==> config.mk <==
export PLATFORM = sky130hd
export DESIGN_NAME = seg7_scan_decoder
export DESIGN_NICKNAME = d
export VERILOG_FILES = /design/src/rtl/seg7_pkg.sv /design/src/rtl/seg7_pattern_decode.sv /design/src/rtl/seg7_scan_decoder.sv
export SDC_FILE = /design/constraint.sdc
export NUM_CORES = 1
export LEC_CHECK = 0
export BUFFER_PORTS_ARGS = -buffer_cell sky130_fd_sc_hd__buf_2
export CAP_MARGIN = 20
export CORE_MARGIN = 4
export CORE_UTILIZATION = 45
export CTS_CLUSTER_DIAMETER = 150
export DETAILED_ROUTE_END_ITERATION = 10
export PLACE_DENSITY_LB_ADDON = 0.25
export SLEW_MARGIN = 20
export SYNTH_ARGS = -nofsm -noshare
export SYNTH_HDL_FRONTEND = slang
export SYNTH_SLANG_ARGS = --single-unit
==> constraint.sdc <==
create_clock -name clk -period 10.4 [get_ports clk]
set_clock_uncertainty 0.05 [all_clocks]
set_input_delay 0.52 -clock clk [delete_from_list [all_inputs] [get_ports clk]]
set_output_delay 0.52 -clock clk [all_outputs]
set_load 0.05 [all_outputs]
==> src/rtl/seg7_pkg.sv <==
// Shared constants for the 7-segment scan monitor:
// segment patterns, digit codes and frame FSM states.
package seg7_pkg;

  localparam int NDIG  = 4;
  localparam int VAL_W = 14;

  localparam logic [6:0] SEG_0     = 7'h3F;
  localparam logic [6:0] SEG_1     = 7'h06;
  localparam logic [6:0] SEG_2     = 7'h5B;
  localparam logic [6:0] SEG_3     = 7'h4F;
  localparam logic [6:0] SEG_4     = 7'h66;
  localparam logic [6:0] SEG_5     = 7'h6D;
  localparam logic [6:0] SEG_6     = 7'h7D;
  localparam logic [6:0] SEG_7     = 7'h07;
  localparam logic [6:0] SEG_8     = 7'h7F;
  localparam logic [6:0] SEG_9     = 7'h6F;
  localparam logic [6:0] SEG_DASH  = 7'h40;
  localparam logic [6:0] SEG_BLANK = 7'h00;

  localparam logic [3:0] CODE_INVALID = 4'hD;
  localparam logic [3:0] CODE_DASH    = 4'hE;
  localparam logic [3:0] CODE_BLANK   = 4'hF;

  typedef enum logic [1:0] {
    ST_IDLE,
    ST_COLLECT,
    ST_EMIT
  } frame_st_t;

  // acc*10 + weight(code); non-numeric codes weigh zero
  function automatic logic [VAL_W-1:0] mac10(
    input logic [VAL_W-1:0] acc,
    input logic [3:0]       code
  );
    logic [VAL_W-1:0] w;
    w = (code <= 4'd9) ? {{(VAL_W-4){1'b0}}, code} : '0;
    return (acc << 3) + (acc << 1) + w;
  endfunction

endpackage

==> src/rtl/seg7_pattern_decode.sv <==
// Active-high 7-bit segment pattern to 4-bit digit code.
// Pure combinational; also reused by display-side benches.
module seg7_pattern_decode
  import seg7_pkg::*;
(
  input  logic [6:0] i_pat,
  output logic [3:0] o_code
);

  always_comb begin
    o_code = CODE_INVALID;
    unique case (i_pat)
      SEG_0:     o_code = 4'd0;
      SEG_1:     o_code = 4'd1;
      SEG_2:     o_code = 4'd2;
      SEG_3:     o_code = 4'd3;
      SEG_4:     o_code = 4'd4;
      SEG_5:     o_code = 4'd5;
      SEG_6:     o_code = 4'd6;
      SEG_7:     o_code = 4'd7;
      SEG_8:     o_code = 4'd8;
      SEG_9:     o_code = 4'd9;
      SEG_DASH:  o_code = CODE_DASH;
      SEG_BLANK: o_code = CODE_BLANK;
      default:   o_code = CODE_INVALID;
    endcase
  end

endmodule

==> src/rtl/seg7_scan_decoder.sv <==
// Receive side of a multiplexed 4-digit 7-seg bus: deglitch,
// decode and reassemble the displayed 0..9999 value.
module seg7_scan_decoder
  import seg7_pkg::*;
#(
  parameter int STABLE_CYCLES  = 16,
  parameter int TIMEOUT_CYCLES = 1000000,
  parameter bit SEG_ACTIVE_LOW = 1'b1,
  parameter bit AN_ACTIVE_LOW  = 1'b1
)(
  input  logic             clk,
  input  logic             reset,
  input  logic [6:0]       seg,
  input  logic [3:0]       an,
  output logic [VAL_W-1:0] value,
  output logic             valid,
  output logic             show_error,
  output logic             bad_frame,
  output logic             stale
);

  localparam int CW = $clog2(STABLE_CYCLES) + 1;
  localparam int TW = $clog2(TIMEOUT_CYCLES) + 1;
  localparam logic [CW-1:0] CNT_HIT = CW'(STABLE_CYCLES - 2);
  localparam logic [CW-1:0] CNT_MAX = CW'(STABLE_CYCLES - 1);
  localparam logic [TW-1:0] TMO_MAX = TW'(TIMEOUT_CYCLES - 1);

  logic [6:0]       r_seg;
  logic [3:0]       r_an;
  logic [6:0]       r_pseg;
  logic [3:0]       r_pan;
  logic [CW-1:0]    r_cnt;
  logic             r_armed;
  logic [3:0]       r_digit [NDIG];
  logic [3:0]       r_seen;
  logic             r_bad;
  logic [TW-1:0]    r_tmo;
  frame_st_t        r_state;
  logic [VAL_W-1:0] r_value;
  logic             r_err;
  logic             r_emit_bad;
  logic             r_stale;

  logic             w_onehot;
  logic             w_same;
  logic             w_accept;
  logic [3:0]       w_code;
  logic [3:0]       w_seen_nx;
  logic             w_bad_nx;
  logic [3:0]       w_dig_nx [NDIG];
  logic             w_done;
  logic             w_tmo;
  logic [VAL_W-1:0] w_sum;
  logic             w_dash;
  frame_st_t        w_state_nx;

  seg7_pattern_decode u_dec (
    .i_pat  (r_seg),
    .o_code (w_code)
  );

  assign w_onehot  = (r_an != 4'h0) && ((r_an & (r_an - 4'h1)) == 4'h0);
  assign w_same    = {r_an, r_seg} == {r_pan, r_pseg};
  assign w_accept  = w_onehot && w_same && r_armed && (r_cnt == CNT_HIT);
  assign w_seen_nx = r_seen | (w_accept ? r_an : 4'h0);
  assign w_bad_nx  = r_bad | (w_accept && (w_code == CODE_INVALID));
  assign w_done    = w_accept && (w_seen_nx == 4'hF);
  assign w_tmo     = !w_accept && (r_tmo == TMO_MAX);

  // Combiner works on post-accept digits so the last digit counts
  always_comb begin
    w_sum  = '0;
    w_dash = 1'b0;
    for (int i = NDIG - 1; i >= 0; i--) begin
      w_dig_nx[i] = (w_accept && r_an[i]) ? w_code : r_digit[i];
      w_sum  = mac10(w_sum, w_dig_nx[i]);
      w_dash = w_dash | (w_dig_nx[i] == CODE_DASH);
    end
  end

  always_ff @(posedge clk or negedge reset) begin
    if (!reset) begin
      r_seg  <= '0;
      r_an   <= '0;
      r_pseg <= '0;
      r_pan  <= '0;
    end else begin
      r_seg  <= SEG_ACTIVE_LOW ? ~seg : seg;
      r_an   <= AN_ACTIVE_LOW ? ~an : an;
      r_pseg <= r_seg;
      r_pan  <= r_an;
    end
  end

  always_ff @(posedge clk or negedge reset) begin
    if (!reset) begin
      r_cnt   <= '0;
      r_armed <= 1'b1;
    end else begin
      if (!w_onehot || !w_same)
        r_cnt <= '0;
      else if (r_cnt != CNT_MAX)
        r_cnt <= r_cnt + 1'b1;
      if (!w_same)
        r_armed <= 1'b1;
      else if (w_accept)
        r_armed <= 1'b0;
    end
  end

  always_ff @(posedge clk or negedge reset) begin
    if (!reset) begin
      for (int i = 0; i < NDIG; i++)
        r_digit[i] <= '0;
      r_seen <= '0;
      r_bad  <= 1'b0;
      r_tmo  <= '0;
    end else begin
      for (int i = 0; i < NDIG; i++)
        r_digit[i] <= w_dig_nx[i];
      if (w_done || w_tmo) begin
        r_seen <= '0;
        r_bad  <= 1'b0;
      end else begin
        r_seen <= w_seen_nx;
        r_bad  <= w_bad_nx;
      end
      if (w_accept)
        r_tmo <= '0;
      else if (r_tmo != TMO_MAX)
        r_tmo <= r_tmo + 1'b1;
    end
  end

  always_ff @(posedge clk or negedge reset) begin
    if (!reset) begin
      r_value    <= '0;
      r_err      <= 1'b0;
      r_emit_bad <= 1'b0;
      r_stale    <= 1'b1;
    end else begin
      if (w_done) begin
        r_emit_bad <= w_bad_nx;
        if (!w_bad_nx) begin
          r_value <= w_sum;
          r_err   <= w_dash;
          r_stale <= 1'b0;
        end
      end
      if (w_tmo)
        r_stale <= 1'b1;
    end
  end

  always_ff @(posedge clk or negedge reset) begin
    if (!reset)
      r_state <= ST_IDLE;
    else
      r_state <= w_state_nx;
  end

  always_comb begin
    w_state_nx = r_state;
    unique case (r_state)
      ST_IDLE: begin
        if (w_accept)
          w_state_nx = ST_COLLECT;
      end
      ST_COLLECT: begin
        if (w_done)
          w_state_nx = ST_EMIT;
        else if (w_tmo)
          w_state_nx = ST_IDLE;
      end
      ST_EMIT: begin
        w_state_nx = w_accept ? ST_COLLECT : ST_IDLE;
      end
      default: w_state_nx = ST_IDLE;
    endcase
  end

  assign value      = r_value;
  assign show_error = r_err;
  assign stale      = r_stale;
  assign valid      = (r_state == ST_EMIT) && !r_emit_bad;
  assign bad_frame  = (r_state == ST_EMIT) && r_emit_bad;

endmodule

======== Word level (Yosys, flattened, before mapping) ========
Index checks and enable logic that the tools add are counted.
storage, ports and cells
  logic and storage cells ................. 123
  bits in registers ....................... 89
operators by class
  magnitude comparators ................... 4
  bitwise operators ....................... 9
  reduce and logical (&&, ||, !) cells .... 29
  $add $sub $neg .......................... 9
  muxes and demuxes ....................... 26
  equal/unequal tests ..................... 28
operators by type and width
  cell                                                                       number
  7-bit equality test, second input constant                                 8
  4-bit case mux with 12 select lines                                        1
  21-bit two-way mux                                                         2
  4-bit two-way mux                                                          10
  4-bit equality test, second input constant                                 6
  21-bit by 1-bit adder with 21-bit output, second input constant            1
  21-bit by 20-bit equality test with 1-bit output, second input constant    1
  21-bit by 20-bit inequality test with 1-bit output, second input constant  1
  4-bit less-or-equal comparator, second input constant                      4
  14-bit adder                                                               1
  14-bit by 4-bit adder with 14-bit output                                   1
  7-bit by 3-bit equality test with 1-bit output, second input constant      2
  12-bit by 10-bit adder with 13-bit output                                  1
  13-bit by 4-bit adder with 13-bit output                                   1
  1-bit logical AND                                                          13
  11-bit equality test                                                       1
  5-bit two-way mux                                                          2
  8-bit by 4-bit adder with 9-bit output                                     1
  7-bit by 5-bit adder with 8-bit output                                     1
  7-bit by 6-bit equality test with 1-bit output, second input constant      1
  7-bit logical NOT                                                          1
  1-bit two-way mux                                                          7
  7-bit NOT                                                                  1
  2-bit two-way mux                                                          3
  other kinds (22)                                                           34

======== Depth between registers and ports, before layout ========
Gate-level depths: netlist of run 1.
  depth after elaboration ................. 17
  mapped depth ............................ 31
  gate-level depth less buffers ........... 31

======== Cells and area by module ========
A second synthesis of run 1 with hierarchy kept.
second synthesis, totals
  cell total of the unflattened synthesis .. 569
  area total of the unflattened synthesis .. 5566.6 um^2
modules (own cells, without submodules)
  module               times used  cells each  area each (um^2)  sequential area each (um^2)
  seg7_scan_decoder    1           537         5342.6            2229.6
  seg7_pattern_decode  1           32          224.0             0.0

======== Worst setup path after synthesis of run 1 ========
OpenSTA, ideal clock, no wires.
  path kind ............................... flip-flop to flip-flop
  from .................................... register r_an[2]
  to ...................................... register r_value[13], in the netlist value[13]
  setup slack ............................. 3.684 ns
  data arrival time ....................... 6.544 ns
  setup time .............................. 0.122 ns
  period minus slack after synthesis ...... 6.716 ns
  stages on the path, launching flop included .. 31
  cells stage by stage .................... dfrtp_1 -> buf_4 -> xnor2_1 -> or3_4 -> a2111oi_4 -> nand3_2 -> mux2i_1 -> inv_1 -> a21oi_1 -> inv_2 -> fa_1 -> fa_1 -> inv_1 -> a21o_1 -> a21oi_1 -> xnor2_1 -> ha_1 -> ha_1 -> and2_1 -> a31oi_1 -> nand2b_1 -> xnor2_1 -> xnor2_1 -> ha_1 -> and2_1 -> o21ai_0 -> o311ai_0 -> a21o_1 -> a21oi_1 -> xnor2_1 -> o21ai_1
RTL lines
  item                      RTL line                  text
  start: declaration        seg7_scan_decoder.sv:29   logic [3:0] r_an;
  start signal: assignment  seg7_scan_decoder.sv:89   r_an <= AN_ACTIVE_LOW ? ~an : an;
  end signal: assignment    seg7_scan_decoder.sv:145  r_value <= w_sum;
  end: declaration          seg7_scan_decoder.sv:39   logic [VAL_W-1:0] r_value;

==> results of run 1 <==
-- power by group --
group / switching, mW / leakage, nW / internal (mW)
Sequential: 0.00778 / 1.17 / 0.351
Clock: 0.129 / 0.164 / 0.235
Combinational: 0.0145 / 1.74 / 0.00903
-- cell type report --
cell class | instances | area, um^2 | area share [%]
multi-input cells | 401 | 3010 | 49.3
flip-flops and latches | 89 | 2230 | 36.5
clock buffers | 11 | 233 | 3.81
inverters | 51 | 191 | 3.13
well taps | 147 | 184 | 3.01
repair buffers | 31 | 160 | 2.62
clock inverters | 5 | 104 | 1.70
-- cell usage after synthesis, types with 6 or more instances --
master,n
dfrtp_1,87
ha_1,46
inv_1,46
nor2_1,44
nand2_1,34
xnor2_1,33
a21oi_1,27
xor2_1,19
o21ai_1,16
mux2_2,13
nand3_1,13
nand4_1,13
nor2b_1,11
o21ai_0,11
a21o_1,8
and3_1,8
clkbuf_1,8
mux2i_1,7
nor3_1,7
fa_1,6
nand3b_1,6
nor4_1,6
or3_1,6
-- cells by family (layout without fill, tap and decap cells) --
kind of cell | after synthesis | in the layout | synth area share [%]
AND/OR/NAND/NOR | 182 | 182 | 18.0
flip-flops | 89 | 89 | 40.5
AO/OA/AOI/OAI | 94 | 94 | 11.4
XOR/XNOR | 53 | 53 | 8.69
multiplexers | 20 | 20 | 3.94
buffers and inverters | 65 | 98 | 4.73
adder cells (fa/ha/maj) | 52 | 52 | 12.7
-- state kept, by name, summed over array words and instances (netlist names), 2 cells and up --
name,flops
r_pan,4
r_an,4
r_cnt,5
r_state,2
value,14
r_seen,4
r_pseg,7
r_digit,16
r_tmo,21
r_seg,7
-- routing by layer --
metal  GRT usage [%]  routed length (um)  up-vias
li1                -                   -     1985
met1            19.9                4900     1906
met2            28.3                5260       37
met3            2.87                 238        5
met4            4.85                  99        0
met5               0                   0        -
-- through the flow --
stage	instances	area, um^2
floorplan	555	5500
global placement	719	5770
detailed placement	719	5770
CTS	735	6110
global route	735	6120
finish	735	6120
-- path summary, 6_finish.rpt --
path	slack [ps]	to
worst min-delay path	50	r_an[1]$_DFF_PN0_
worst min register to register	420	stale$_DFFE_PN1P_
max in group asynchronous	9160	r_digit[4]$_DFF_PN0_
worst max register to register	2830	value[13]$_DFFE_PN0P_
worst max-delay path	2830	value[13]$_DFFE_PN0P_
min in group clk	270	r_an[1]$_DFF_PN0_
-- worst max-delay path: cells and delay by family, from the launching register on --
family	cells	cell delay, ps
flops	1	510
buf+inv	3	240
xor+xnor	5	1130
fa+ha+maj	5	2000
mux	1	300
compound gates	10	2090
simple gates	5	1130
==> results.md, run 1 <==
- Site Rows: 40
- Area leader, netlist: dfrtp_1
- Sequential area share after synthesis: 40.5%
- Slew @ Worst Pin: 999 ps
- Post-CTS sizing: 0
- Clk buf depth: 2
- Cells after Synth: 555
- Drt pass-1 iters: 4
- Pwr Total: 0.745 mW
- EDFF count, synth: 0
- Num CTS Buffers: 9
- DRC viols: 0
- Vias post-DR: slightly below 4000
- R2R Path Start: r_an[3]$_DFF_PN0_
- PD cells: 122 mW/mm^2
- CTS Sinks: just under 90
- FFs w/ async S/R, synth: 100%
- Setup bufs post-CTS: 0
- Worst-path clk slew: approximately 60 ps
- Worst setup margin: approximately 2800 ps
- Via density per instance: 5.35
- Die Height: 119 um
- Worst-Skew Late Latency: 330 ps
- Post-synthesis register bit count: 89
- Unique cell type count in the Yosys netlist: 62
- Most common cell after layout, fill and taps aside: dfrtp_1
- Max-Cap Viols: 0
- Io pins: 31
- CP most frequent cell: xnor2_1
- Setup crit end kind: flop
- Area Overhead vs Synth: 11.2%
- Max frequency: 132 MHz
- Remaining global-route overflow: 0
- Post-route minimum period: between 7000 and 8000 ps
- Status: finished clean
- Share of cells above drive strength 1: 13.8%
- # setup viols final: 0
- First-pass GRT wire length: approximately 19 mm
- CP Data Required Time: 10570 ps
- Fin. max-slew vios: 0
- TritonCTS clock tree: yes
- Post-Syn Area: between 0.005 and 0.006 mm^2
- Worst path arrival time: just under 8000 ps
- VDD IR max: between 0.00007 and 0.00008 V
- Final hold violations: 0
- GP Congestion: approximately 0.84
- Die area: 0.0141 mm^2
- Worst path slowest cell: a2111oi_4
- Gr usage total: ~16%
- Diode count: 0
- Final hold slack: 54.9 ps
- WL final: between 10 and 15 mm
- Pre-CTS setup slack: 2820 ps
- RSZ-0062 raised after global routing: false
- # fillers: 1129
- H-tree depth: 3
- Relative slew slack: 33.2%
- Vias in the first global route: 4156
- Commonest non-fill, non-tap cells in the layout: dfrtp_1, inv_1, ha_1, nor2_1, nand2_1
- Initial antenna violation count: 0
- CP startpoint: r_an[3]$_DFF_PN0_
- CP startpoint kind: flop
- Yosys Warn Count: 0
- Cells on worst reg2reg path: 29
- ANT nets after route: 0
- Initial Util: a little under half
- CP max FO: 10
- Leak: 3.08 nW
- HP Class: input port to asynchronous set/reset pin
- Synth top area share: between 30% and 40%
- CP peak stage delay: 600 ps
- Die X: 119 um
- Iter 0 DRT Violations: between 200 and 300
- Critical path class: flop to flop
- I/O Buffers: 30
- Final HPWL DP: about 7.7 mm
- Wirelength per Cell: 14.3 um
- Top cells by area, synth: dfrtp_1, ha_1, xnor2_1
- Root Buffer: clkbuf_16
- Setup TNS: 0 ps
- Avg Cell Area, Syn: 9.91 um^2
- CTS hold repair buffers: 0
- Nets: 648
- Core area: 0.0120 mm^2
- Crit share post-route: 72.8%
- Most common flop cell mapped by yosys: dfrtp_1
- Largest net degree at the start of global routing: 62
- Synth Net Count: 620
- End-of-flow core utilization: 50.9%
(Power assumes the default switching activity.)
==> run 2, diff against run 1 <==
==> constraint.sdc (replaced) <==
create_clock -name clk -period 7.81 [get_ports clk]
set_clock_uncertainty 0.05 [all_clocks]
set_input_delay 0.3905 -clock clk [delete_from_list [all_inputs] [get_ports clk]]
set_output_delay 0.3905 -clock clk [all_outputs]
set_load 0.05 [all_outputs]
==> run 2 against run 1 <==
Against the previous run: combinational power up 36%; largest power group is now sequential cells; largest cell class unchanged; global-route usage increased by 0.22 points; register-to-register slack lost 2200 ps; critical path type unchanged; cell count up 0.54%; final area grew 0.35%.
==> results.md, run 2 (synthesized netlist as in run 1, its figures left out) <==
- Status: finished clean (unchanged)
- I/O Buffers: 30 (unchanged)
- # fillers: 1097 (was 1129)
- Final hold violations: 0 (unchanged)
- Crit share post-route: 92.4% (was 72.8%)
- Final HPWL DP: 7.72 mm (was 7.69 mm)
- WP buf/inv: 3 (unchanged)
- Worst-Skew Late Latency: 350 ps (was 330 ps)
- Biggest register: r_tmo (unchanged)
- Largest net degree at the start of global routing: 62 (unchanged)
- CP peak stage delay: 520 ps (was 600 ps)
- Site Rows: 40 (unchanged)
- WL final: 10.6 mm (was 10.5 mm)
- Io pins: 31 (unchanged)
- Largest register FFs: 21 (unchanged)
- Most common cell after layout, fill and taps aside: dfrtp_1 (unchanged)
- Num CTS Buffers: 9 (unchanged)
- Share of cells above drive strength 1: 14.2% (was 13.8%)
- Nets: 652 (was 648)
- Die Height: 119 um (unchanged)
- Final Cell Area: 0.00614 mm^2 (was 0.00612 mm^2)
- Fin. max-slew vios: 0 (unchanged)
- Remaining global-route overflow: 0 (unchanged)
- CP most frequent cell: xnor2_1 (unchanged)
- Relative slew slack: 33.7% (was 33.2%)
- Post-route minimum period: 7220 ps (was 7570 ps)
- Leak: 3.10 nW (was 3.08 nW)
- Final hold slack: 129 ps (was 54.9 ps)
- Initial Util: 45.8% (unchanged)
- Cells on worst reg2reg path: 29 (unchanged)
- Drt pass-1 iters: 4 (unchanged)
- Die area: 0.0141 mm^2 (unchanged)
- R2R Setup Slk: 590 ps (was 2830 ps)
- VDD IR max: 0.0000990 V (was 0.0000720 V)
- Critical path class: flop to flop (unchanged)
- Max frequency: 139 MHz (was 132 MHz)
- CP startpoint kind: flop (unchanged)
- WHS Path Cells: 2
- End-of-flow core utilization: 51.1% (was 50.9%)
- CP delay by family, top: adder cells (was compound AO/OA/AOI/OAI gates)
- Root Buffer: clkbuf_16 (unchanged)
- Hold Crit Endpoint: r_seg[1]$_DFF_PN0_
- Reg2reg end: value[13]$_DFFE_PN0P_ (unchanged)
- CTS Sinks: 89 (unchanged)
- CP Data Required Time: 7990 ps (was 10570 ps)
- Via density per instance: 5.38 (was 5.35)
- Worst path arrival time: 7400 ps (was 7730 ps)
- Die X: 119 um (unchanged)
- Iter 0 DRT Violations: 274 (was 288)
- CP max FO: 10 (unchanged)
- Pwr Total: 0.980 mW (was 0.745 mW)
- HP Class: input port to flop (was input port to asynchronous set/reset pin)
- Vias post-DR: 3979 (was 3933)
- Cells after DPL: 720 (was 719)
- Placement-stage cell area: 0.00578 mm^2 (was 0.00577 mm^2)
- Max-Cap Viols: 0 (unchanged)
- Post-Layout Cell Count: 739 (was 735)
- Worst-path clk slew: 60 ps (about the same)
- Area Overhead vs Synth: 11.6% (was 11.2%)
- Wirelength per Cell: 14.3 um (about the same)
- H-tree depth: 3 (unchanged)
- # setup viols final: 0 (unchanged)
- Hold Crit Start: seg[1]
- GP Congestion: 0.833 (was 0.838)
- Core area: 0.0120 mm^2 (unchanged)
- PD cells: 160 mW/mm^2 (was 122 mW/mm^2)
- R2R Path Start: r_an[3]$_DFF_PN0_ (unchanged)
- Clk buf depth: 2 (unchanged)
- Initial antenna violation count: 0 (unchanged)
- First-pass GRT wire length: 18.9 mm (about the same)
- Setup crit end kind: flop (unchanged)
- TritonCTS clock tree: yes (unchanged)
- DRC viols: 0 (unchanged)
- Vias in the first global route: 4177 (was 4156)
- ANT nets after route: 0 (unchanged)
- Diode count: 0 (unchanged)
- Slew @ Worst Pin: 991 ps (was 999 ps)
- Gr usage total: 16.2% (was 16.0%)
- Worst path slowest cell: dfrtp_1 (was a2111oi_4)
- Commonest non-fill, non-tap cells in the layout: dfrtp_1, inv_1, ha_1, nor2_1, nand2_1 (unchanged)
[run 2: where the power goes]
part,switching (mW),leakage [nW],internal [mW]
registers,0.0107,1.17,0.467
logic,0.0191,1.77,0.0127
clock network,0.174,0.160,0.297
total,0.203,3.10,0.777
[run 2: worst register-to-register path: cells and delay by family (launching register included)]
kind	cells	cell delay (ps)
and+or+nand+nor	5	1090
adders and majority gates	5	1960
AOI/OAI and AO/OA	10	1860
DFF	1	520
buffers and inverters	3	240
muxes	1	320
xor gates and xnor gates	5	1060
[run 2: layer usage]
layer	up-vias	global-route usage [%]	routed length, um
li1	1991	-	-
met1	1924	19.5	4770
met2	48	27.9	5290
met3	16	3.25	275
met4	0	7.53	238
met5	-	0	0
[run 2: layout make-up]
type	count	area (um^2)	share of cell area (%)
flip-flops and latches	89	2230	36.3
clock buffers	13	260	4.24
clock inverters	3	65.1	1.06
multi-input cells	401	3010	49.1
inverters	51	191	3.12
well taps	147	184	3.00
repair buffers	35	193	3.14
[run 2: worst max-delay path by stage]
stage          cells after the start                     to         startpoint
2_1_floorplan                     30  value[13]$_DFFE_PN0P_  r_an[2]$_DFF_PN0_
3_3_place_gp                      29  value[13]$_DFFE_PN0P_  r_an[3]$_DFF_PN0_
4_1_cts                           28  value[13]$_DFFE_PN0P_  r_an[3]$_DFF_PN0_
5_1_grt                           29  value[13]$_DFFE_PN0P_  r_an[3]$_DFF_PN0_
6_report                          29  value[13]$_DFFE_PN0P_  r_an[3]$_DFF_PN0_
3_5_place_dp                      28  value[13]$_DFFE_PN0P_  r_an[3]$_DFF_PN0_
[run 2: what timing repair did]
item                       in CTS  in global routing
hold buffers                    1                  0
setup buffers                   0                  2
setup endpoints to repair       0                  2
hold endpoints to repair       28                  0
resized for setup               0                  1
[run 2: per-stage QoR]
stage | setup WS, ps | TNS [ps]
after floorplan | 1090 | 0
after global placement | 576 | 0
after detailed placement | 312 | 0
after CTS | 293 | 0
after global routing | -6.43 | -6.43
final | 594 | 0
